==> src/rtl/lsu_pkg.sv <==
// rtl/lsu_pkg.sv - shared constants, state encoding and access-check helpers for lsu_ctrl
package lsu_pkg;

    localparam logic [2:0] F3_B  = 3'b000;
    localparam logic [2:0] F3_H  = 3'b001;
    localparam logic [2:0] F3_W  = 3'b010;
    localparam logic [2:0] F3_BU = 3'b100;
    localparam logic [2:0] F3_HU = 3'b101;

    typedef enum logic [2:0] {
        S_IDLE,
        S_LOAD,
        S_STORE,
        S_RMW_RD,
        S_RMW_WR,
        S_RESP
    } lsu_state_t;

    function automatic logic is_misaligned(input logic [2:0] funct3, input logic [1:0] lane);
        case (funct3)
            F3_H, F3_HU: return lane[0];
            F3_W:        return lane != 2'b00;
            default:     return 1'b0;
        endcase
    endfunction

    // Stores have no unsigned variants, so BU/HU encodings are illegal with we=1.
    function automatic logic is_illegal(input logic we, input logic [2:0] funct3);
        if (we)
            return !(funct3 inside {F3_B, F3_H, F3_W});
        return !(funct3 inside {F3_B, F3_H, F3_W, F3_BU, F3_HU});
    endfunction

endpackage

==> src/rtl/lsu_align.sv <==
// rtl/lsu_align.sv - lane extraction/extension for loads and lane merge for sub-word stores
module lsu_align
    import lsu_pkg::*;
(
    input  logic [2:0]  funct3,
    input  logic [1:0]  lane,
    input  logic [31:0] word,
    input  logic [31:0] old,
    input  logic [31:0] wdata,
    output logic [31:0] rdata,
    output logic [31:0] merged
);

    logic [7:0]  ld_byte;
    logic [15:0] ld_half;

    assign ld_byte = word[{lane, 3'b000} +: 8];
    assign ld_half = word[{lane[1], 4'b0000} +: 16];

    always_comb begin
        rdata = word;
        case (funct3)
            F3_B:    rdata = {{24{ld_byte[7]}}, ld_byte};
            F3_BU:   rdata = {24'h000000, ld_byte};
            F3_H:    rdata = {{16{ld_half[15]}}, ld_half};
            F3_HU:   rdata = {16'h0000, ld_half};
            default: rdata = word;
        endcase
    end

    always_comb begin
        merged = old;
        case (funct3)
            F3_B:    merged[{lane, 3'b000} +: 8]     = wdata[7:0];
            F3_H:    merged[{lane[1], 4'b0000} +: 16] = wdata[15:0];
            default: merged = wdata;
        endcase
    end

endmodule

==> src/rtl/lsu_ctrl.sv <==
// rtl/lsu_ctrl.sv - single-outstanding load/store controller in front of Data_Memory
module lsu_ctrl
    import lsu_pkg::*;
#(
    parameter int ADDR_W = 32,
    parameter int DATA_W = 32
) (
    input  logic              clk,
    input  logic              rst,
    input  logic              req_valid,
    output logic              req_ready,
    input  logic              req_we,
    input  logic [2:0]        req_funct3,
    input  logic [ADDR_W-1:0] req_addr,
    input  logic [DATA_W-1:0] req_wdata,
    output logic              rsp_valid,
    input  logic              rsp_ready,
    output logic [DATA_W-1:0] rsp_rdata,
    output logic              rsp_err,
    output logic [ADDR_W-1:0] mem_A,
    output logic              mem_WE,
    output logic [DATA_W-1:0] mem_WD,
    input  logic [DATA_W-1:0] mem_RD
);

    lsu_state_t        state, state_nxt;
    logic [ADDR_W-1:0] addr_q;
    logic [2:0]        f3_q;
    logic              we_q;
    logic [DATA_W-1:0] wdata_q;
    logic [DATA_W-1:0] old_q;
    logic [DATA_W-1:0] ld_data;
    logic [DATA_W-1:0] st_merged;
    logic              accept;
    logic              req_err;

    assign accept  = req_valid && req_ready;
    assign req_err = is_illegal(req_we, req_funct3) || is_misaligned(req_funct3, req_addr[1:0]);
    assign mem_A   = {addr_q[ADDR_W-1:2], 2'b00};

    lsu_align u_align (
        .funct3 (f3_q),
        .lane   (addr_q[1:0]),
        .word   (mem_RD),
        .old    (old_q),
        .wdata  (wdata_q),
        .rdata  (ld_data),
        .merged (st_merged)
    );

    always_ff @(posedge clk or negedge rst) begin
        if (!rst)
            state <= S_IDLE;
        else
            state <= state_nxt;
    end

    always_comb begin
        state_nxt = state;
        req_ready = 1'b0;
        rsp_valid = 1'b0;
        mem_WE    = 1'b0;
        mem_WD    = '0;
        case (state)
            S_IDLE: begin
                req_ready = rst;
                if (accept) begin
                    if (req_err)
                        state_nxt = S_RESP;
                    else if (!req_we)
                        state_nxt = S_LOAD;
                    else if (req_funct3 == F3_W)
                        state_nxt = S_STORE;
                    else
                        state_nxt = S_RMW_RD;
                end
            end
            S_LOAD:   state_nxt = S_RESP;
            S_STORE: begin
                mem_WE    = 1'b1;
                mem_WD    = wdata_q;
                state_nxt = S_RESP;
            end
            S_RMW_RD: state_nxt = S_RMW_WR;
            S_RMW_WR: begin
                mem_WE    = 1'b1;
                mem_WD    = st_merged;
                state_nxt = S_RESP;
            end
            S_RESP: begin
                rsp_valid = 1'b1;
                if (rsp_ready)
                    state_nxt = S_IDLE;
            end
            default:  state_nxt = S_IDLE;
        endcase
    end

    // Response fields are cleared on accept so stores and errors report zero data.
    always_ff @(posedge clk or negedge rst) begin
        if (!rst) begin
            addr_q    <= '0;
            f3_q      <= '0;
            we_q      <= 1'b0;
            wdata_q   <= '0;
            old_q     <= '0;
            rsp_rdata <= '0;
            rsp_err   <= 1'b0;
        end else begin
            if (accept) begin
                addr_q    <= req_addr;
                f3_q      <= req_funct3;
                we_q      <= req_we;
                wdata_q   <= req_wdata;
                rsp_rdata <= '0;
                rsp_err   <= req_err;
            end
            if (state == S_LOAD && !we_q)
                rsp_rdata <= ld_data;
            if (state == S_RMW_RD)
                old_q <= mem_RD;
        end
    end

endmodule

==> config.mk <==
export PLATFORM = sky130hd
export DESIGN_NAME = lsu_ctrl
export DESIGN_NICKNAME = d
export VERILOG_FILES = /design/src/rtl/lsu_pkg.sv /design/src/rtl/lsu_align.sv /design/src/rtl/lsu_ctrl.sv
export SDC_FILE = /design/constraint.sdc
export NUM_CORES = 1
export LEC_CHECK = 0
export ABC_AREA = 0
export CAP_MARGIN = 5
export CORE_MARGIN = 5
export CORE_UTILIZATION = 38
export CTS_CLUSTER_SIZE = 24
export DETAILED_ROUTE_END_ITERATION = 8
export PLACE_DENSITY_LB_ADDON = 0.1
export RECOVER_POWER = 25
export SYNTH_ARGS = -nofsm -noshare
export SYNTH_HDL_FRONTEND = slang
export SYNTH_SLANG_ARGS = --single-unit
==> constraint.sdc <==
create_clock -name clk -period 3.5 [get_ports clk]
set_clock_uncertainty 0.15 [all_clocks]
set_input_delay 0.7 -clock clk [delete_from_list [all_inputs] [get_ports clk]]
set_output_delay 0.7 -clock clk [all_outputs]
set_load 0.01 [all_outputs]
==> results of run 1 <==
[worst max-delay path: stages, from the launching register on]
cell and delay, ns:
dfrtp_1 0.38, inv_2 0.06, buf_4 0.18, ha_2 0.20, nor4bb_2 0.30, buf_4 0.17
buf_4 0.11, buf_4 0.10, a21oi_1 0.06, o22ai_1 0.23, a21o_1 0.14, clkdlybuf4s15_2 0.22
[synth_stat cells, types with 7 or more instances]
library cell	count	area [um2]
nand2_1	243	912
dfrtp_1	136	3400
buf_4	34	255
a22o_1	33	289
a21oi_1	27	135
mux2_2	27	304
buf_2	17	85.1
clkbuf_1	17	63.8
a22oi_1	16	120
a221o_1	15	150
o22ai_1	15	93.8
o2bb2ai_1	15	131
o21ai_0	12	60.1
and2_1	11	68.8
inv_1	11	41.3
nor2b_1	11	68.8
mux2i_1	9	90.1
a21o_1	8	60.1
buf_6	7	78.8
mux4_2	7	158
nor2_1	7	26.3
nor3_1	7	35.0
[where the power goes]
group          switching, mW  total (mW)  internal (mW)
combinational           2.16        4.27           2.11
sequential             0.473        2.66           2.19
clock                  0.711        1.69          0.975
[how the worst min path moves through the flow]
stage	slack [ns]	from	to
after floorplan	0.25	rst	addr_q[0]
after global routing	0.34	addr_q[26]	addr_q[26]
after detailed placement	0.31	wdata_q[24]	wdata_q[24]
after CTS	0.33	addr_q[8]	addr_q[8]
after global placement	0.31	addr_q[22]	addr_q[22]
final	0.32	addr_q[14]	addr_q[14]
[metal layers]
| layer | part of all wire (%) | up-vias | track usage (%) |
|---|---|---|---|
| met5 | 0 | - | 0 |
| met3 | 8.5 | 62 | 6.83 |
| met2 | 48 | 310 | 33.6 |
| met4 | 3.7 | 0 | 9.17 |
| met1 | 40 | 3010 | 26.0 |
| li1 | - | 2880 | - |
[metrics by stage]
step	std cells	power, mW	utilization, %	cell area [um2]
floorplan	736	5.20	-	7090
global placement	1118	6.75	49.1	9090
detailed placement	1118	6.84	49.1	9090
CTS	1158	8.64	52.8	9770
global route	1167	9.17	53.4	9890
finish	1167	8.62	53.4	9890
[layout make-up]
cell class | instances | area [um2] | area share (%)
Sequential cell | 136 | 3400 | 34.4
Timing Repair Buffer | 243 | 2350 | 23.8
Inverter | 12 | 45.0 | 0.456
Clock buffer | 17 | 425 | 4.30
Multi-Input combinational cell | 510 | 3240 | 32.8
Clock inverter | 15 | 129 | 1.30
Tap cell | 234 | 293 | 2.96
[logic make-up (layout without fill, tap and decap cells)]
| logic type | Yosys count | after routing | share of synthesized area [%] |
|---|---|---|---|
| other cells | 1 | 2 | 0.0529 |
| simple gates | 306 | 306 | 18.6 |
| compound gates | 154 | 154 | 17.0 |
| buf+inv | 90 | 287 | 7.61 |
| fa+ha+maj | 5 | 5 | 0.883 |
| flops | 136 | 136 | 48.0 |
| mux | 43 | 43 | 7.79 |
[sequential cells by signal, indices dropped and copies added (netlist names)]
name and count:
state 3, rsp_err 1, f3_q 3, wdata_q 32
old_q 32, rsp_rdata 32, addr_q 32, we_q 1
[layout by cell type, fill, tap and decap left out, drive strengths merged, types with 2 or more instances in the layout]
master and n:
nand2 244, clkdlybuf4s50 171, dfrtp 136, buf 39
a22o 33, a21oi 29, mux2 27, clkbuf 21
a22oi 16, a221o 15, o2bb2ai 15, dlymetal6s2s 15
o22ai 15, inv 14, o21ai 12, dlygate4sd2 12
nor2b 11, and2 11, mux2i 9, nor2 9
nor3 9, a21o 8, clkinv 8, mux4 7
nand3 5, ha 5, clkinvlp 4, nand2b 4
a221oi 3, nor4b 2, a2111oi 2, conb 2
and3 2
[what timing repair did]
action / in CTS / in global routing
hold endpoints to repair: 23 / 0
pin swaps: 5 / 5
setup endpoints to repair: 31 / 20
gates resized for setup: 33 / 23
buffers inserted: 7 / 9
hold buffers: 1 / 0
==> results.sh, run 1 <==
export IMPL_worstHoldPathType="reg -> reg"
export IMPL_fin_nets=1029
export IMPL_dr_pass1_iters=6
export IMPL_grt_usage_pct=21.0
export IMPL_first_global_vias=6376
export IMPL_async_flop_share_pct=100
export IMPL_post_dp_hpwl_um=16500
export IMPL_cts_max_path_buffers=2
export IMPL_io_buffers=201
export IMPL_syn_avg_cell_area_um2=9.64
export IMPL_reg2reg_depth=4
export IMPL_synth_area_mm2=0.00708
export IMPL_grt_max_degree=69
export IMPL_pin_count=204
export IMPL_cts_root_buf="clkbuf_16"
export IMPL_reg2reg_slack_ns=0.52
export IMPL_drive_gt1_share_pct=15.1
export IMPL_clock_sinks=136
export IMPL_worst_r2r_endpoint="old_q[10]"
export IMPL_place_ws_ns=-0.00998
export IMPL_drc=0
export IMPL_coreArea_mm2=0.0185
export IMPL_fp_dieW_um=147
export IMPL_powerDensity_mw_per_mm2=872
export IMPL_p_leak_nw=4.77
export IMPL_cp_endpoint="mem_WD[24]"
export IMPL_cp_start_kind="flip-flop"
export IMPL_wl_per_cell_um=19.4
export IMPL_tns_ns=0
export IMPL_vias=6262
export IMPL_cts_max_level=4
export IMPL_setup_slack_ns=0.0875
export IMPL_grt_pass1_wl_um=35400
export IMPL_yosys_cell_types_count=54
export IMPL_hold_viol=0
export IMPL_synth_cells=735
export IMPL_cp_max_fo=11
export IMPL_synth_edf_count=0
export IMPL_area_growth_pct=39.6
export IMPL_drt_iter0_drc=391
export IMPL_grt_antenna_before_repair=0
export IMPL_ys_flop_type="dfrtp_1"
export IMPL_routed_wl_um=22700
export IMPL_r2r_start="state[0]"
export IMPL_fillCellCount=1672
export IMPL_cp_required_ns=2.65
export IMPL_tightest_slew_ns=1.92
export IMPL_globalRouteOverflowTotal=0
export IMPL_insertion_delay_ns=0.42
export IMPL_slew_headroom_pct=-28.1
export IMPL_yosys_warnings=0
export IMPL_n_antenna_cell=0
export IMPL_cts_tree="yes"
export IMPL_numCtsBuffers=17
export IMPL_vias_per_cell=5.37
export IMPL_worstPathArrival_ns=2.56
export IMPL_ys_ff_latch=136
export IMPL_dieArea_mm2=0.0215
export IMPL_status="complete, but fails checks"
export IMPL_routabilityCongestion=0.849
export IMPL_timing_fmax_mhz=293
export IMPL_rows=50
export IMPL_end_kind="output port"
export IMPL_peakVddDrop_uv=455
export IMPL_slew_viol_final=41
export IMPL_violations="capacitance limit, slew limit"
export IMPL_path_class="reg -> out"
export IMPL_die_h_um=147
export IMPL_maxCapViolations=1
export IMPL_start_util_pct=38.2
export IMPL_fin_crit_ns=3.41
export IMPL_setup_viol=0
export IMPL_critPathLaunch="addr_q[1]"
export IMPL_whs_ns=0.320
export IMPL_period_share_pct=97.5
export IMPL_path_clk_slew_ns=0.06
export IMPL_min_path_cells=2
export IMPL_ys_seq_area_share_pct=48.0
export IMPL_ant_nets=0
(Power assumes the default switching activity.)
==> inputs of run 2 (changes only) <==
- ABC_CLOCK_PERIOD_IN_PS: unset -> 3500
- CORE_UTILIZATION: 38 -> 40
- HOLD_SLACK_MARGIN: unset -> 0.15
==> results.sh, run 2 (synthesis gave the netlist of run 1 again) <==
export IMPL_post_dp_hpwl_um=16400
export IMPL_insertion_delay_ns=0.41
export IMPL_cts_root_buf="clkbuf_16"
export IMPL_p_leak_nw=4.67
export IMPL_cts_max_path_buffers=2
export IMPL_setup_slack_ns=0.0281
export IMPL_tightest_slew_ns=1.91
export IMPL_period_share_pct=99.2
export IMPL_fin_nets=1016
export IMPL_start_util_pct=40.8
export IMPL_rsz0062_at_grt="true"
export IMPL_peakVddDrop_uv=499
export IMPL_drive_gt1_share_pct=12.9
export IMPL_vias_per_cell=5.35
export IMPL_path_class="reg -> out"
export IMPL_cp_max_fo=4
export IMPL_fin_crit_ns=3.47
export IMPL_vias=6125
export IMPL_grt_usage_pct=22.4
export IMPL_crit_chain="inv_2 -> ha_1 -> nor4b_2 -> o31ai_2 -> a21oi_2 -> buf_4 -> a22o_1 -> clkdlybuf4s50_1"
export IMPL_slew_headroom_pct=-27.6
export IMPL_final_core_util_pct=56.5
export IMPL_fillCellCount=1526
export IMPL_status="complete, but fails checks"
export IMPL_end_kind="output port"
export IMPL_cp_required_ns=2.65
export IMPL_routed_wl_um=23000
export IMPL_routabilityCongestion=0.875
export IMPL_dp_cells=1105
export IMPL_drt_iter0_drc=410
export IMPL_stdcell_count=1145
export IMPL_globalRouteOverflowTotal=0
export IMPL_n_antenna_cell=0
export IMPL_timing_fmax_mhz=288
export IMPL_first_global_vias=6217
export IMPL_cts_max_level=4
export IMPL_rows=48
export IMPL_clock_sinks=136
export IMPL_whs_ns=0.322
export IMPL_numCtsBuffers=17
export IMPL_ant_nets=0
export IMPL_crit_slowest_cell="clkdlybuf4s50_1"
export IMPL_final_common_cell="nand2_1"
export IMPL_maxCapViolations=1
export IMPL_worstPathArrival_ns=2.62
export IMPL_grt_max_degree=136
export IMPL_coreArea_mm2=0.0174
export IMPL_grt_pass1_wl_um=35300
export IMPL_die_h_um=143
export IMPL_slew_viol_final=41
export IMPL_hold_viol=0
export IMPL_drc=0
export IMPL_violations="capacitance limit, slew limit"
export IMPL_dr_pass1_iters=5
export IMPL_area_growth_pct=38.4
export IMPL_dieArea_mm2=0.0205
export IMPL_powerDensity_mw_per_mm2=894
export IMPL_critPathMaxStageDelay_ns=0.54
export IMPL_cp_start_kind="flip-flop"
export IMPL_path_clk_slew_ns=0.06
export IMPL_place_ws_ns=0.0333
export IMPL_setup_viol=0
export IMPL_io_buffers=201
export IMPL_worstHoldPathType="reg -> reg"
export IMPL_pin_count=204
export IMPL_final_cell_mix="nand2_1 (243), clkdlybuf4s50_1 (171), dfrtp_1 (134)"
export IMPL_fp_dieW_um=143
export IMPL_cts_tree="yes"
export IMPL_wl_per_cell_um=20.1
export IMPL_grt_antenna_before_repair=0
[run 2: changes by cell type in the layout (fill, tap and decap cells not counted), moves of 3 or more]
cell	delta
buf_4	-12
dlygate4sd2_1	+6
dlymetal6s2s_1	-6
clkbuf_8	+4
o22ai_1	+4
o22ai_2	-4
buf_12	+3
buf_6	-3
clkinv_2	-3
[run 2: worst paths after layout]
path	startpoint	endpoint	slack, ns	cells past startpoint
max in group asynchronous	rst	old_q[24]	1.59	3
max	addr_q[1]	mem_WD[7]	0.03	8
min in group asynchronous	rst	rsp_err	0.58	2
min	addr_q[28]	addr_q[28]	0.32	2
max reg2reg	state[0]	old_q[23]	0.64	4
min reg2reg	addr_q[28]	addr_q[28]	0.32	2
[run 2: timing repair]
item | CTS | global route
setup endpoints to repair | 32 | 14
setup buffers | 7 | 0
hold buffers | 1 | 0
pin swaps | 7 | 4
gates resized for setup | 31 | 17
endpoints found under the hold margin | 1 | 0
[run 2: per-layer routing]
metal / wire, um / track usage [%] / part of all wire [%]
met5: 0 / 0 / 0
met4: 353 / 6.55 / 1.5
met3: 1950 / 6.23 / 8.5
met2: 11000 / 35.7 / 48
met1: 9700 / 29.8 / 42
[run 2: final cells by class]
class | instances | area (um2) | area share (%)
Timing Repair Buffer | 230 | 2250 | 23.0
Inverter | 12 | 45.0 | 0.460
Sequential cell | 136 | 3410 | 34.8
Tap cell | 225 | 282 | 2.87
Clock buffer | 22 | 484 | 4.94
Multi-Input combinational cell | 510 | 3190 | 32.5
Clock inverter | 10 | 141 | 1.44
[run 2: critical path: cells and delay by family, from the launching register on]
| family | cells | cell delay (ns) |
|---|---|---|
| adder cells (fa/ha/maj) | 1 | 0.34 |
| AO/OA/AOI/OAI | 3 | 0.41 |
| buffers and inverters | 3 | 0.75 |
| flip-flops | 1 | 0.41 |
| AND/OR/NAND/NOR | 1 | 0.31 |
[run 2: where the power goes]
group	switching, mW	internal (mW)
Combinational	2.12	2.06
Clock	0.681	1.20
Sequential	0.519	2.19
Total	3.32	5.45
[run 2: per-stage QoR]
step | setup TNS, ns | instance area [um2] | total power [mW]
6_report | 0 | 9800 | 8.76
3_3_place_gp | 0 | 9080 | 6.81
2_1_floorplan | 0 | 7090 | 5.20
5_1_grt | -0.165 | 9800 | 9.29
4_1_cts | 0 | 9780 | 8.81
3_5_place_dp | 0 | 9080 | 6.86
==> edit 1 (flow settings as in run 2) <==
The 6 states of `lsu_state_t` get a one-hot encoding in 6 bits.
--- a/src/rtl/lsu_pkg.sv
+++ b/src/rtl/lsu_pkg.sv
@@ -9,9 +9,9 @@
 
-    typedef enum logic [2:0] {
-        S_IDLE,
-        S_LOAD,
-        S_STORE,
-        S_RMW_RD,
-        S_RMW_WR,
-        S_RESP
+    typedef enum logic [5:0] {
+        S_IDLE   = 6'b000001,
+        S_LOAD   = 6'b000010,
+        S_STORE  = 6'b000100,
+        S_RMW_RD = 6'b001000,
+        S_RMW_WR = 6'b010000,
+        S_RESP   = 6'b100000
     } lsu_state_t;
Check against the original RTL: no difference found for any inputs over 4 cycles, from zero or initial values and one cycle with rst low; so few cycles prove little.
==> edit 1 against run 2 <==
- count of clock-buffer cells in the layout did not move
- synthesized area grew 3.7%
- total power is 12% lower
- non-clock buffer count up 5
- wire length rose by 1.7%
- first-iteration DRC count increased by 11%
- sequential cell count is 3 higher
- setup slack better by 55 ps
- cell area up 4.0%
- critical path type unchanged
- critical endpoint is now mem_WD[23]
- highest routed layer unchanged
==> edit 1: results (changes against run 2) <==
stage;metric;value;unit;change
finish;Post-layout nets;1038;;+2.2%
global_routing;met2 capacity usage during global routing;35.1;%;-0.61 points
route;via count;6426;;+4.9%
finish;number of inserted filler cells in the final layout;1559;;+2.2%
setup_path;critical path data arrival time;2570;ps;-50 ps
setup_path;Crit Path Max Fanout;8;;+4
route;DRT Wirelength;23.4;mm;+1.7%
route;average vias per placed instance;5.49;;+2.6%
placement;Post-Place Cells;1128;;+2.1%
placement;final weighted congestion in routability-driven placement;0.844;;-3.6%
finish;layout cell share with drive strength beyond 1;15.1;%;+2.1 points
placement;post-detailed-placement cell area;0.00935;mm2;+3.0%
setup_path;Reg2Reg Depth;6;;+2
synth;share of synthesized area occupied by flip-flops and latches;47.4;%;-0.67 points
global_routing;overall global routing resource usage;21.8;%;-0.58 points
placement;Post-Place Worst Slack;203;ps;+170 ps
global_routing;largest net degree at the start of global routing;61;;-55%
global_routing;global routing usage on met1;29.4;%;-0.46 points
worst_hold_path;number of cells on the worst hold path;2;;unchanged
global_routing;number of global-route vias before repair;6605;;+6.2%
placement;Detailed Place HPWL;17.1;mm;+4.2%
status;run status;finished, final reports clean;;
timing;final setup TNS;0;ps;unchanged
global_routing;first-pass GRT wire length;37.2;mm;+5.5%
global_routing;antenna violations before repair;0;;unchanged
global_routing;fraction of met3 tracks used by global routing;4.80;%;-1.4 points
route;number of violations reported at the end of detailed-routing iteration 0;456;;+11%
route;Detail Route met2 WL;11.1;mm;+1.5%
route;count of TritonRoute iterations in the first routing pass;7;;+2
worst_hold_path;class of the worst hold path;flop to flop;;
setup_path;maximum cell stage delay along the critical path;500;ps;-40 ps
synth;Unique masters post-synth;67;;+24%
route;met1 WL;10.3;mm;+5.8%
synth;ranking of synthesized cells by area;sky130_fd_sc_hd__dfrtp_1, sky130_fd_sc_hd__nand2_1, sky130_fd_sc_hd__mux2_2, sky130_fd_sc_hd__o2bb2ai_1, sky130_fd_sc_hd__buf_4;;
clock_network;post-cts sizing count;14;;-55%
clock_network;hold buffers post-CTS;1;;unchanged
route;met3 routed wirelength;1.50;mm;-23%
synth;count of mapped cells out of synthesis;757;;+3.0%
synth;Syn. warnings;0;;unchanged
synth;cell types with the highest counts after synthesis;sky130_fd_sc_hd__nand2_1, sky130_fd_sc_hd__dfrtp_1, sky130_fd_sc_hd__a21oi_1;;
timing;worst max-slew margin expressed relative to the limit;32.5;%;+60 points
clock_network;setup bufs post-CTS;8;;+1
pwr;cell leakage power;4.70;nW;+0.80%
clock_network;number of levels in the clock H-tree;4;;unchanged
pwr;maximum VDD drop;0.372;mV;-25%
edit 1: cell types whose count changed in the layout (fill, tap and decap cells not counted), moves of 12 or more:
cell,change
sky130_fd_sc_hd__o2bb2ai_1,+17
sky130_fd_sc_hd__a221o_1,-14
sky130_fd_sc_hd__o22ai_1,-14
sky130_fd_sc_hd__clkdlybuf4s50_1,+12
sky130_fd_sc_hd__a22o_1,-19
sky130_fd_sc_hd__a21oi_1,+18
sky130_fd_sc_hd__dlygate4sd2_1,-15
sky130_fd_sc_hd__nand2_1,-36
edit 1: kinds of logic after synthesis:
family,share of synthesized area [%]
adders and majority gates,0.852
muxes,7.90
and+or+nand+nor,17.2
xor gates and xnor gates,0.119
other,0.0511
buffers and inverters,6.95
AOI/OAI and AO/OA,19.5
DFF,47.4
edit 1: cell type report:
cell class	instances	area, um2	area share (%)
flip-flops and latches	139	3480	34.2
multi-input cells	526	3430	33.6
repair buffers	235	2310	22.6
clock buffers	22	484	4.75
well taps	229	287	2.81
clock inverters	10	163	1.60
inverters	10	40.0	0.393
edit 1: worst paths after layout:
path                            slack [ps]                        end              startpoint
worst max-delay path                    80                 mem_WD[23]   addr_q[0]$_DFFE_PN0P_
worst min-delay path                   320     addr_q[17]$_DFFE_PN0P_  addr_q[17]$_DFFE_PN0P_
worst max register to register        1070  rsp_rdata[16]$_DFFE_PN0P_   addr_q[0]$_DFFE_PN0P_
worst min register to register         320     addr_q[17]$_DFFE_PN0P_  addr_q[17]$_DFFE_PN0P_
max in group asynchronous              860    wdata_q[26]$_DFFE_PN0P_                     rst
min in group asynchronous              650       state[5]$_DFFE_PN0P_                     rst
edit 1: power breakdown:
part           total [mW]  switching (mW)  internal (mW)
Clock                1.95           0.682           1.27
Combinational        3.07            1.58           1.49
Sequential           2.70           0.516           2.18
==> edit 2 (config.mk and constraints of run 2) <==
Without the edit above. Set the parameter `ADDR_W` to 48 (it was 32).
--- a/src/rtl/lsu_ctrl.sv
+++ b/src/rtl/lsu_ctrl.sv
@@ -4,3 +4,3 @@
 #(
-    parameter int ADDR_W = 32,
+    parameter int ADDR_W = 48,
     parameter int DATA_W = 32
Ports: changed (resized mem_A and req_addr); port bits go from 204 to 236. No check against the original RTL was run, so the function may have changed too.
==> edit 2 against run 2 <==
- cell area increased by 11%
- critical path type unchanged
- the run still ends with capacitance limit, slew limit left
- combinational power increased by 12%
- die area increased by 8.5%
- largest cell class unchanged
- setup slack improved by 55 ps
- total power increased by 8.2%
- sequential cell count increased by 16
- wire length increased by 6.9%
- synthesized area increased by 9.2%
- highest routed layer unchanged
==> edit 2: results (changes against run 2) <==
stage;metric;value;unit;change
route;Routed WL per cell;19.1;um;-4.8%
pwr;internal cell power;5.86;mW;+7.5%
finish;#MultiIn Comb;558;;+9.4%
pwr;power share of the clock group;19.0;%;-2.5 points
worst_hold_path;worst-case hold path end point;addr_q[2]$_DFFE_PN0P_;;
finish;Clock buffers and inverters, area share;5.24;%;-1.1 points
pwr;Final Power;9.48;mW;+8.2%
setup_path;endpoint of the worst setup timing path;mem_WD[20];;
finish;total area of sequential cells;0.00381;mm2;+12%
finish;layout cell share with drive strength beyond 1;13.0;%;+0.041 points
timing;crit share post-route;97.6;%;-1.6 points
flow_run;number of max-cap violations;1;;unchanged
worst_hold_path;startpoint of the tightest hold check path;addr_q[2]$_DFFE_PN0P_;;
pwr;power share of the sequential group;31.7;%;+0.8 points
timing;final max-slew violation count;41;;unchanged
route;via count;6663;;+8.8%
pwr;cell leakage power;5.37;nW;+15%
status;violations in the final reports;capacitance limit, slew limit;;
synth;Unique masters post-synth;51;;-5.6%
route;average vias per placed instance;5.19;;-3.1%
placement;port buffer count;233;;+16%
global_routing;first-pass GRT wire length;37.8;mm;+7.3%
setup_path;endpoint of the worst-slack reg-to-reg timing path;old_q[28]$_DFFE_PN0P_;;
finish;Signal buf overhead;25.0;%;+2.0 points
placement;Detailed Place HPWL;17.4;mm;+6.4%
placement;Post-Place Cells;1236;;+12%
timing;Hold Slack;322;ps;+0.114 ps
route;met3 routed wirelength;1.61;mm;-18%
timing;worst-margin pin slew;1860;ps;-54.9 ps
finish;FFs & Latches;152;;+12%
finish;proportion of cell area occupied by multi-input gates;31.3;%;-1.3 points
finish;number of inserted filler cells in the final layout;1737;;+14%
global_routing;met2 capacity usage during global routing;34.5;%;-1.2 points
setup_path;Crit Path Max Fanout;8;;+4
synth;ranking of synthesized cells by area;sky130_fd_sc_hd__dfrtp_1, sky130_fd_sc_hd__nand2_1, sky130_fd_sc_hd__buf_4, sky130_fd_sc_hd__mux2_2, sky130_fd_sc_hd__a22o_1;;
pwr;maximum VDD drop;0.398;mV;-20%
clock_network;setup bufs post-CTS;4;;-3
clock_network;post-cts sizing count;11;;-65%
finish;area of combinational cells with multiple inputs;0.00340;mm2;+6.6%
synth;count of mapped cells out of synthesis;819;;+11%
synth;share of synthesized area occupied by flip-flops and latches;49.2;%;+1.2 points
synth;share of the synthesized area in compound gates (AO/OA/AOI/OAI);15.6;%;-1.5 points
finish;Post-layout nets;1137;;+12%
finish;Signal inverters;12;;unchanged
die;Die Outline Area;0.0222;mm2;+8.5%
placement;Post-Place Worst Slack;324;ps;+290 ps
setup_path;critical path data arrival time;2570;ps;-50 ps
status;run status;complete, but fails checks;;
finish;non-clock buffer count;271;;+18%
route;met1 WL;11.1;mm;+15%
placement;final weighted congestion in routability-driven placement;0.823;;-6.0%
setup_path;start point of the critical path;addr_q[0]$_DFFE_PN0P_;;
setup_path;internal reg-to-reg setup slack;760;ps;+120 ps
synth;area share of fa/ha/maj cells after synthesis;0.809;%;-0.074 points
[edit 2: cell count changes in the layout (fill, tap and decap cells not counted), moves of 4 or more]
cell	run 2	this run
sky130_fd_sc_hd__buf_4	23	29
sky130_fd_sc_hd__clkbuf_8	4	0
sky130_fd_sc_hd__clkdlybuf4s50_1	171	204
sky130_fd_sc_hd__dfrtp_1	134	150
sky130_fd_sc_hd__dlygate4sd2_1	18	3
sky130_fd_sc_hd__dlymetal6s2s_1	9	25
sky130_fd_sc_hd__nand2_1	243	291
sky130_fd_sc_hd__o2bb2ai_1	15	11
sky130_fd_sc_hd__o2bb2ai_2	0	4
[edit 2: cell families (layout without fill, tap and decap cells)]
family,count (synthesis),in the layout
AND/OR/NAND/NOR,354,354
AO/OA/AOI/OAI,154,154
multiplexers,43,43
adder cells (fa/ha/maj),5,5
buffers and inverters,110,315
flip-flops,152,152
other,1,2
